===== src/rtl/wallace_seq_mult8_pkg.sv =====
// Shared types and constants for the nibble-sequenced 8x8 multiplier.
package wallace_seq_pkg;

  typedef enum logic {
    IDLE = 1'b0,
    RUN  = 1'b1
  } state_t;

  localparam int NIB_W     = 4;
  localparam int OP_W      = 8;
  localparam int PROD_W    = 16;
  localparam int NUM_STEPS = 4;

  localparam logic [3:0] SHIFT_S0 = 4'd0;
  localparam logic [3:0] SHIFT_S1 = 4'd4;
  localparam logic [3:0] SHIFT_S2 = 4'd4;
  localparam logic [3:0] SHIFT_S3 = 4'd8;

  // Weight of each nibble pair's partial product within the 16-bit result.
  function automatic logic [3:0] step_shift(input logic [1:0] step);
    case (step)
      2'd0:    step_shift = SHIFT_S0;
      2'd1:    step_shift = SHIFT_S1;
      2'd2:    step_shift = SHIFT_S2;
      default: step_shift = SHIFT_S3;
    endcase
  endfunction

endpackage


===== src/rtl/wallace_seq_mult8_if.sv =====
// Requester-side start/busy/done bus; abort exists only when WALLACE_SEQ_ABORT_EN is defined.
// Handshake: start is sampled on a rising edge only while busy=0; done is a
// one-cycle pulse and prod is valid in that same cycle and holds afterwards.
interface wallace_seq_mult8_if;
  import wallace_seq_pkg::*;

  logic              start;
  logic [OP_W-1:0]   a;
  logic [OP_W-1:0]   b;
  logic              busy;
  logic              done;
  logic [PROD_W-1:0] prod;
`ifdef WALLACE_SEQ_ABORT_EN
  logic              abort;
`endif

  modport master (
    output start, a, b,
`ifdef WALLACE_SEQ_ABORT_EN
    output abort,
`endif
    input  busy, done, prod
  );

  modport slave (
    input  start, a, b,
`ifdef WALLACE_SEQ_ABORT_EN
    input  abort,
`endif
    output busy, done, prod
  );

endinterface


===== src/rtl/wallace_seq_mult8_wallace_tree.sv =====
// Combinational 4x4 unsigned multiplier: four partial-product rows reduced by
// two carry-save stages, then a single carry-propagate add.
module wallace_tree (
  input  logic [3:0] a,
  input  logic [3:0] b,
  output logic [7:0] prod
);

  logic [7:0] row0, row1, row2, row3;
  logic [7:0] s1, c1, s2, c2;

  assign row0 = {4'b0, a & {4{b[0]}}};
  assign row1 = {3'b0, a & {4{b[1]}}, 1'b0};
  assign row2 = {2'b0, a & {4{b[2]}}, 2'b0};
  assign row3 = {1'b0, a & {4{b[3]}}, 3'b0};

  // 3:2 compression; the product never exceeds 225 so 8-bit rows never lose carries.
  assign s1 = row0 ^ row1 ^ row2;
  assign c1 = {((row0[6:0] & row1[6:0]) | (row0[6:0] & row2[6:0]) | (row1[6:0] & row2[6:0])), 1'b0};

  assign s2 = s1 ^ c1 ^ row3;
  assign c2 = {((s1[6:0] & c1[6:0]) | (s1[6:0] & row3[6:0]) | (c1[6:0] & row3[6:0])), 1'b0};

  assign prod = s2 + c2;

endmodule


===== src/rtl/wallace_seq_mult8.sv =====
// 8x8 unsigned multiplier time-sharing one 4x4 wallace_tree over four cycles.
// Optional abort input enabled by defining WALLACE_SEQ_ABORT_EN.
module wallace_seq_mult8
  import wallace_seq_pkg::*;
#(
  parameter int CLR_ON_START = 0
) (
  input  logic                clk,
  input  logic                rst_n,
  wallace_seq_mult8_if.slave  bus,
  output state_t              dbg_state,
  output logic [1:0]          dbg_step
);

  state_t            state, state_n;
  logic [1:0]        step, step_n;
  logic [OP_W-1:0]   a_q, a_n;
  logic [OP_W-1:0]   b_q, b_n;
  logic [PROD_W-1:0] acc, acc_n;
  logic [PROD_W-1:0] prod_q, prod_n;
  logic              done_q, done_n;

  logic [NIB_W-1:0]  nib_a, nib_b;
  logic [7:0]        pp;
  logic [PROD_W-1:0] pp_shifted;
  logic [PROD_W-1:0] acc_sum;
  logic              abort_req;

`ifdef WALLACE_SEQ_ABORT_EN
  assign abort_req = bus.abort;
`else
  assign abort_req = 1'b0;
`endif

  // Step bit 0 picks the high nibble of a, step bit 1 the high nibble of b.
  assign nib_a = step[0] ? a_q[7:4] : a_q[3:0];
  assign nib_b = step[1] ? b_q[7:4] : b_q[3:0];

  wallace_tree u_wallace_tree (
    .a    (nib_a),
    .b    (nib_b),
    .prod (pp)
  );

  assign pp_shifted = {8'b0, pp} << step_shift(step);
  assign acc_sum    = acc + pp_shifted;

  always_ff @(posedge clk or negedge rst_n) begin
    if (!rst_n) begin
      state  <= IDLE;
      step   <= 2'd0;
      a_q    <= '0;
      b_q    <= '0;
      acc    <= '0;
      prod_q <= '0;
      done_q <= 1'b0;
    end else begin
      state  <= state_n;
      step   <= step_n;
      a_q    <= a_n;
      b_q    <= b_n;
      acc    <= acc_n;
      prod_q <= prod_n;
      done_q <= done_n;
    end
  end

  always_comb begin
    state_n = state;
    step_n  = step;
    a_n     = a_q;
    b_n     = b_q;
    acc_n   = acc;
    prod_n  = prod_q;
    done_n  = 1'b0;
    case (state)
      IDLE: begin
        if (bus.start) begin
          a_n     = bus.a;
          b_n     = bus.b;
          acc_n   = '0;
          step_n  = 2'd0;
          state_n = RUN;
          if (CLR_ON_START != 0) prod_n = '0;
        end
      end
      RUN: begin
        if (abort_req) begin
          state_n = IDLE;
          step_n  = 2'd0;
        end else if (step == 2'(NUM_STEPS - 1)) begin
          acc_n   = acc_sum;
          prod_n  = acc_sum;
          done_n  = 1'b1;
          step_n  = 2'd0;
          state_n = IDLE;
        end else begin
          acc_n  = acc_sum;
          step_n = step + 2'd1;
        end
      end
      default: begin
        state_n = IDLE;
        step_n  = 2'd0;
      end
    endcase
  end

  assign bus.busy  = (state == RUN);
  assign bus.done  = done_q;
  assign bus.prod  = prod_q;
  assign dbg_state = state;
  assign dbg_step  = step;

endmodule


===== src/flat_wrapper.sv =====
// flat-port wrapper written by rule: the top's interface ports become plain ports
module wallace_seq_mult8_flat import wallace_seq_pkg::*;
#(
  parameter int CLR_ON_START = 0
)
  (clk, rst_n, dbg_state, dbg_step, bus_start, bus_a, bus_b, bus_busy, bus_done, bus_prod);
  wallace_seq_mult8_if bus_i ();
  input  logic clk;
  input  logic rst_n;
  output state_t dbg_state;
  output logic [1:0] dbg_step;
  input wire logic [$bits(bus_i.start)-1:0] bus_start;
  input wire logic [$bits(bus_i.a)-1:0] bus_a;
  input wire logic [$bits(bus_i.b)-1:0] bus_b;
  output wire logic [$bits(bus_i.busy)-1:0] bus_busy;
  output wire logic [$bits(bus_i.done)-1:0] bus_done;
  output wire logic [$bits(bus_i.prod)-1:0] bus_prod;
  assign bus_i.start = bus_start;
  assign bus_i.a = bus_a;
  assign bus_i.b = bus_b;
  assign bus_busy = bus_i.busy;
  assign bus_done = bus_i.done;
  assign bus_prod = bus_i.prod;
  wallace_seq_mult8 #(.CLR_ON_START(CLR_ON_START)) u_core (.clk(clk), .rst_n(rst_n), .bus(bus_i), .dbg_state(dbg_state), .dbg_step(dbg_step));
endmodule

===== config.mk =====
export PLATFORM = sky130hd
export DESIGN_NAME = wallace_seq_mult8_flat
export DESIGN_NICKNAME = d
export VERILOG_FILES = /design/src/rtl/wallace_seq_mult8_pkg.sv /design/src/rtl/wallace_seq_mult8_if.sv /design/src/rtl/wallace_seq_mult8_wallace_tree.sv /design/src/rtl/wallace_seq_mult8.sv /design/src/flat_wrapper.sv
export SDC_FILE = /design/constraint.sdc
export NUM_CORES = 1
export LEC_CHECK = 0
export CAP_MARGIN = 20
export CORE_ASPECT_RATIO = 0.9
export CORE_MARGIN = 2
export CORE_UTILIZATION = 25
export DETAILED_ROUTE_END_ITERATION = 10
export PLACE_DENSITY = 0.52
export SLEW_MARGIN = 30
export SYNTH_ARGS = -nofsm -noshare
export SYNTH_HDL_FRONTEND = slang
export SYNTH_SLANG_ARGS = --single-unit

===== constraint.sdc =====
create_clock -name clk -period 5.7 [get_ports clk]
set_clock_uncertainty 0.15 [all_clocks]
set_input_delay 0.57 -clock clk [delete_from_list [all_inputs] [get_ports clk]]
set_output_delay 0.57 -clock clk [all_outputs]
set_load 0.1 [all_outputs]

======== Yosys cells after proc, flatten, opt, wreduce, memory -nomap -nowiden ========
Cells that the tools add are included.
W data, S select, Z words.
storage, ports and cells
  flip-flop bits (word level) ............. 52
  bits of input ports ..................... 19
cells by class
  add/sub/neg operators ................... 3
  equal/unequal tests ..................... 4
  shift operators ......................... 1
  mux-type cells .......................... 13
  bitwise logic cells ..................... 19
  reductions and logical operators ........ 4
operators by type and width
  kind                  count
  $pmux W16 S2          1
  $add A16 B16 Y16      1
  $and A4 B4 Y4         4
  $mux W16              1
  $shl A8 B4 Y16        1
  $and A6 B7 Y7         2
  $or A7 B7 Y7          2
  $add A7 B8 Y8         1
  $mux W4               2
  $pmux W4 S2           1
  $and A7 B7 Y7         1
  $xor A6 B7 Y7         1
  $xor A7 B7 Y7         1
  $and A4 B6 Y6         1
  $and A5 B6 Y6         1
  $or A5 B6 Y6          1
  $or A6 B6 Y6          1
  $xor A5 B6 Y6         1
  $and A4 B5 Y5         1
  $xor A4 B5 Y5         1
  $eq A2 B2 Y1 const B  2
  $mux W1               4
  $mux W2               2
  $pmux W2 S2           1
  other kinds (8)       9

======== Longest topological paths before layout ========
  word-level depth ........................ 12
  gate-level depth with buffers ........... 21

======== Hierarchy ========
From an unflattened synthesis, not the netlist that was laid out.
unflattened totals
  cell total of the unflattened synthesis .. 327
  area total of the unflattened synthesis .. 3,325.7 um2
by module, submodules not included
  module             times used  cells each  area each (um2)  seq. area each (um2)
  wallace_seq_mult8  1           282         2,942.8          1,301.2
  wallace_tree       1           45          382.9            0.0

======== Least setup slack after synthesis ========
No wires, ideal clock.
  path kind ............................... register -> register
  from .................................... register u_core.step[1], in the netlist u_core.dbg_step[1]
  to ...................................... register u_core.prod_q[12], in the netlist u_core.bus.prod[12]
  setup time .............................. 125 ps
  arrival time ............................ 5,320 ps
  slack ................................... 104 ps
  cell stages (with the launch flop) ...... 20
  path through ............................ dfrtp_1 clkbuf_1 mux2i_1 nor2_1 fa_1 inv_1 fa_1 inv_1 ha_1 fa_1 a21o_1 a21o_1 o211a_1 ha_1 nand2_1 nor2_1 a21oi_2 o41ai_2 xor2_1 mux2_2
between the ends
  word-level cells in the longest chain between the ends .. 11
  elaborated cells on any way between the ends .. 29
ends and longest elaborated chain
  item                                                   RTL line                                                                                                          text
  start, declared                                        wallace_seq_mult8.sv:16                                                                                           logic [1:0] step, step_n;
  start signal, assigned                                 wallace_seq_mult8.sv:59                                                                                           step <= step_n;
  $mux W4                                                wallace_seq_mult8.sv:37                                                                                           assign nib_b = step[1] ? b_q[7:4] : b_q[3:0];
  $and A4 B4 Y4, on equally long branches                wallace_seq_mult8_wallace_tree.sv:12, wallace_seq_mult8_wallace_tree.sv:13, wallace_seq_mult8_wallace_tree.sv:14
  $and A4 B5 Y5 / $and A4 B6 Y6 (equally long branches)  wallace_seq_mult8_wallace_tree.sv:19                                                                              assign c1 = {((row0[6:0] & row1[6:0]) | (row0[6:0] & row2[6:0]) | (row1[6:0] & row2[6:0])), 1'b0};
  $or A5 B6 Y6                                           wallace_seq_mult8_wallace_tree.sv:19
  $or A6 B6 Y6                                           wallace_seq_mult8_wallace_tree.sv:19
  $and A6 B7 Y7                                          wallace_seq_mult8_wallace_tree.sv:22                                                                              assign c2 = {((s1[6:0] & c1[6:0]) | (s1[6:0] & row3[6:0]) | (c1[6:0] & row3[6:0])), 1'b0};
  $or A7 B7 Y7 (2 in a row)                              wallace_seq_mult8_wallace_tree.sv:22
  $add A7 B8 Y8                                          wallace_seq_mult8_wallace_tree.sv:24                                                                              assign prod = s2 + c2;
  $shl A8 B4 Y16                                         wallace_seq_mult8.sv:45                                                                                           assign pp_shifted = {8'b0, pp} << step_shift(step);
  $add A16 B16 Y16                                       wallace_seq_mult8.sv:46                                                                                           assign acc_sum = acc + pp_shifted;
  end signal, assigned                                   wallace_seq_mult8.sv:63                                                                                           prod_q <= prod_n;
  end, declared                                          wallace_seq_mult8.sv:20                                                                                           logic [PROD_W-1:0] prod_q, prod_n;
Several ways; a longest one is shown, not always the timed one.
A chain may end at the register's enable or synchronous reset.

======== Final worst setup path ========
Ends and elaborated chain as after synthesis.

==> results_dict.tcl <==
set metrics [dict create \
    run_status "finished clean" \
    crit_path_end_kind "register" \
    timing.hold.worst.class "primary input to async pin" \
    setup_viol 0 \
    layout-area-overhead-vs-synth_pct 21.9 \
    maxSlewViolCount 0 \
    crit_start "u_core.dbg_step[1]" \
    unrepaired_setup_endpoints_after_global_routing "no" \
    final_cell_mix "sky130_fd_sc_hd__dfrtp_1, sky130_fd_sc_hd__clkdlybuf4s50_1, sky130_fd_sc_hd__nor2_1" \
    most_common_cell_after_layout_fill_and_taps_aside "sky130_fd_sc_hd__dfrtp_1" \
    ys_ff_latch 52 \
    maxClockFrequency_mhz 192 \
    fp-row-count 39 \
    synth.distinct_cells 45 \
    totalWireLength_mm 7.39 \
    firstDrtPassIters 4 \
    synth-edff-count 0 \
    portBuffers 39 \
    ctsHoldBuffers 0 \
    final_tns_setup_ns 0 \
    globalRoute.totalOverflow 0 \
    chipHeight_um 113 \
    antenna_cells 0 \
    cts_tree "built" \
    timing.critical_path.from_type "register" \
    number_of_global_route_vias_before_repair 2493 \
    post_route_cells_drive_above_1_share_pct 17.1 \
    syn-cell-area_um2 3320 \
    synth.top_cells.by_area "sky130_fd_sc_hd__dfrtp_1, sky130_fd_sc_hd__mux2_2, sky130_fd_sc_hd__ha_1" \
    min_clock_period_post_route_ns 5.20 \
    grt_first_pass_wirelength_mm 12.6 \
    dp_hpwl_mm 5.48 \
    share_of_the_synthesized_area_in_the_top_cell_type_pct 39.2 \
    gr-usage-all-layers_pct 11.1 \
    clock_latency_ns 0.29 \
    seq_area_frac_synth_pct 39.2 \
    wl_per_cell_um 14.2 \
    drtIter0Drc 101 \
    crit_fanout 7 \
    number_of_antenna_violations_at_the_first_check_in_global_routing 0 \
    required_ns 5.73 \
    route.antenna.remaining_nets 0 \
    worst-slew-pin-transition_ns 0.993 \
    postSynthAreaPerCell_um2 10.4 \
    critical_path.reg2reg.startpoint "u_core.dbg_step[1]" \
    critPathArrivalTime_ns 5.23 \
    max-clock-path-buffers 2 \
    vias 2389 \
    dpl-instance-area_um2 3870 \
    io_pins 40 \
    maximum_number_of_pins_on_one_net_before_global_route_repair 53 \
    clock_tree.htree_level_count 2 \
    start_util_pct 25.8 \
    final_min_period_over_clock_period_pct 91.2 \
    numCtsBuffers 5 \
    syn_nets 368 \
    timing.max_cap.violations 0 \
    synth.largest_area_cell "sky130_fd_sc_hd__dfrtp_1" \
    finalHoldViolCount 0 \
    area_of_the_core_um2 12800 \
    clock_tree.root_cell "sky130_fd_sc_hd__clkbuf_16" \
    synthesis.yosys.warnings 0 \
    floorplan.die.width_um 125 \
    clock_transition_at_path_regs_ns 0.07 \
    timing.max_slew.rel_slack_pct 33.6 \
    critical_path_class "register to register" \
    cts_num_sinks 52 \
    final_instance_count_excl_fillers 520 \
    full_die_area_um2 14200 \
    total_number_of_nets_in_the_final_design 404 \
    post-route-drc-count 0 \
    placedCellCount 512 \
    post_cts.repair.setup_buffers 0 \
    netlist_instances 319 \
    place_congestion 0.867 \
    synth-async-reset-ratio_pct 100 \
    detail_route.vias_per_cell 4.59 \
    number_of_instances_resized_during_post_cts_repair 0 \
    post-route-cell-area_um2 4040 \
    ys_dominant_reg_cell "sky130_fd_sc_hd__dfrtp_1" \
]
flip-flops by register name, summed over array words and instances, names as in the netlist:
signal and count:
u_core.acc 16, u_core.bus.prod 16, u_core.a_q 8, u_core.b_q 8, u_core.dbg_step 2, u_core.bus.busy 1
u_core.bus.done 1
cell type report:
| cell class | instances | area, um2 |
|---|---|---|
| clock buffer | 5 | 125 |
| inverter | 16 | 60.1 |
| sequential | 52 | 1300 |
| clock inverter | 3 | 42.5 |
| fill | 1315 | 8790 |
| multi-input combinational | 237 | 1890 |
| timing repair buffer | 43 | 415 |
| tap | 164 | 205 |
cell families after synthesis:
group,share of synthesized area (%)
AOI/OAI and AO/OA,15.6
adders and majority gates,12.9
buffers and inverters,3.66
xor gates and xnor gates,4.23
DFF,39.2
muxes,13.0
and+or+nand+nor,11.4
metal layers:
layer  share of wire (%)  GRT usage (%)  vias up
li1                    -              -     1198
met1                  50           14.8     1140
met2                  45           18.4       44
met3                 4.2           2.41        7
met4                 1.2           2.89        0
met5                   0              0        -
final timing paths:
| kind | endpoint | slack (ns) | cells past startpoint |
|---|---|---|---|
| worst max-delay path | u_core.bus.prod[12] | 0.50 | 18 |
| worst min-delay path | u_core.b_q[7] | 0.23 | 2 |
| worst min register to register | u_core.acc[2] | 0.34 | 2 |
| max in group asynchronous | u_core.acc[4] | 4.69 | 2 |
| min in group clk | u_core.acc[2] | 0.34 | 2 |
| worst max register to register | u_core.bus.prod[12] | 0.50 | 18 |
Yosys cell counts, types with 4 or more instances:
cell type and n:
sky130_fd_sc_hd__and2_1 4, sky130_fd_sc_hd__mux2i_1 10, sky130_fd_sc_hd__dfrtp_1 52, sky130_fd_sc_hd__a21oi_1 14, sky130_fd_sc_hd__nand3_1 5, sky130_fd_sc_hd__ha_1 23
sky130_fd_sc_hd__a21oi_2 4, sky130_fd_sc_hd__a22o_1 12, sky130_fd_sc_hd__xnor2_1 7, sky130_fd_sc_hd__nor3_1 4, sky130_fd_sc_hd__buf_2 4, sky130_fd_sc_hd__a21o_1 9
sky130_fd_sc_hd__mux2_2 28, sky130_fd_sc_hd__nor2_1 29, sky130_fd_sc_hd__nand4_1 4, sky130_fd_sc_hd__fa_1 7, sky130_fd_sc_hd__nand2_1 23, sky130_fd_sc_hd__inv_1 16
sky130_fd_sc_hd__clkbuf_1 8, sky130_fd_sc_hd__xor2_1 9, sky130_fd_sc_hd__or2_2 5, sky130_fd_sc_hd__o21ai_0 12
through the flow:
step / hold WS [ns] / utilization [%] / setup WS (ns)
2_1_floorplan: 0.124 / - / 0.104
3_3_place_gp: 0.324 / 30.2 / 0.616
3_5_place_dp: 0.334 / 30.2 / 0.505
4_1_cts: 0.288 / 31.5 / 0.493
5_1_grt: 0.323 / 31.5 / 0.159
6_report: 0.235 / 31.5 / 0.504
critical path: stages (launching register included):
cell                      delay [ns]
sky130_fd_sc_hd__dfrtp_1        0.52
sky130_fd_sc_hd__mux2i_1        0.44
sky130_fd_sc_hd__nor2_1         0.13
sky130_fd_sc_hd__fa_1           0.54
sky130_fd_sc_hd__inv_1          0.05
sky130_fd_sc_hd__fa_1           0.52
sky130_fd_sc_hd__inv_1          0.04
sky130_fd_sc_hd__ha_1           0.22
sky130_fd_sc_hd__fa_1           0.41
sky130_fd_sc_hd__a21o_1         0.20
sky130_fd_sc_hd__a21o_1         0.18
sky130_fd_sc_hd__o211a_1        0.23
sky130_fd_sc_hd__ha_1           0.37
sky130_fd_sc_hd__nand2_1        0.09
sky130_fd_sc_hd__nor2_1         0.14
sky130_fd_sc_hd__a21oi_2        0.10
sky130_fd_sc_hd__o41ai_2        0.35
sky130_fd_sc_hd__xor2_1         0.12
sky130_fd_sc_hd__mux2_2         0.27
Power is left out: the tool's default activity adds up to more than one toggle a clock period on the data nets, which glitch-free logic cannot reach.
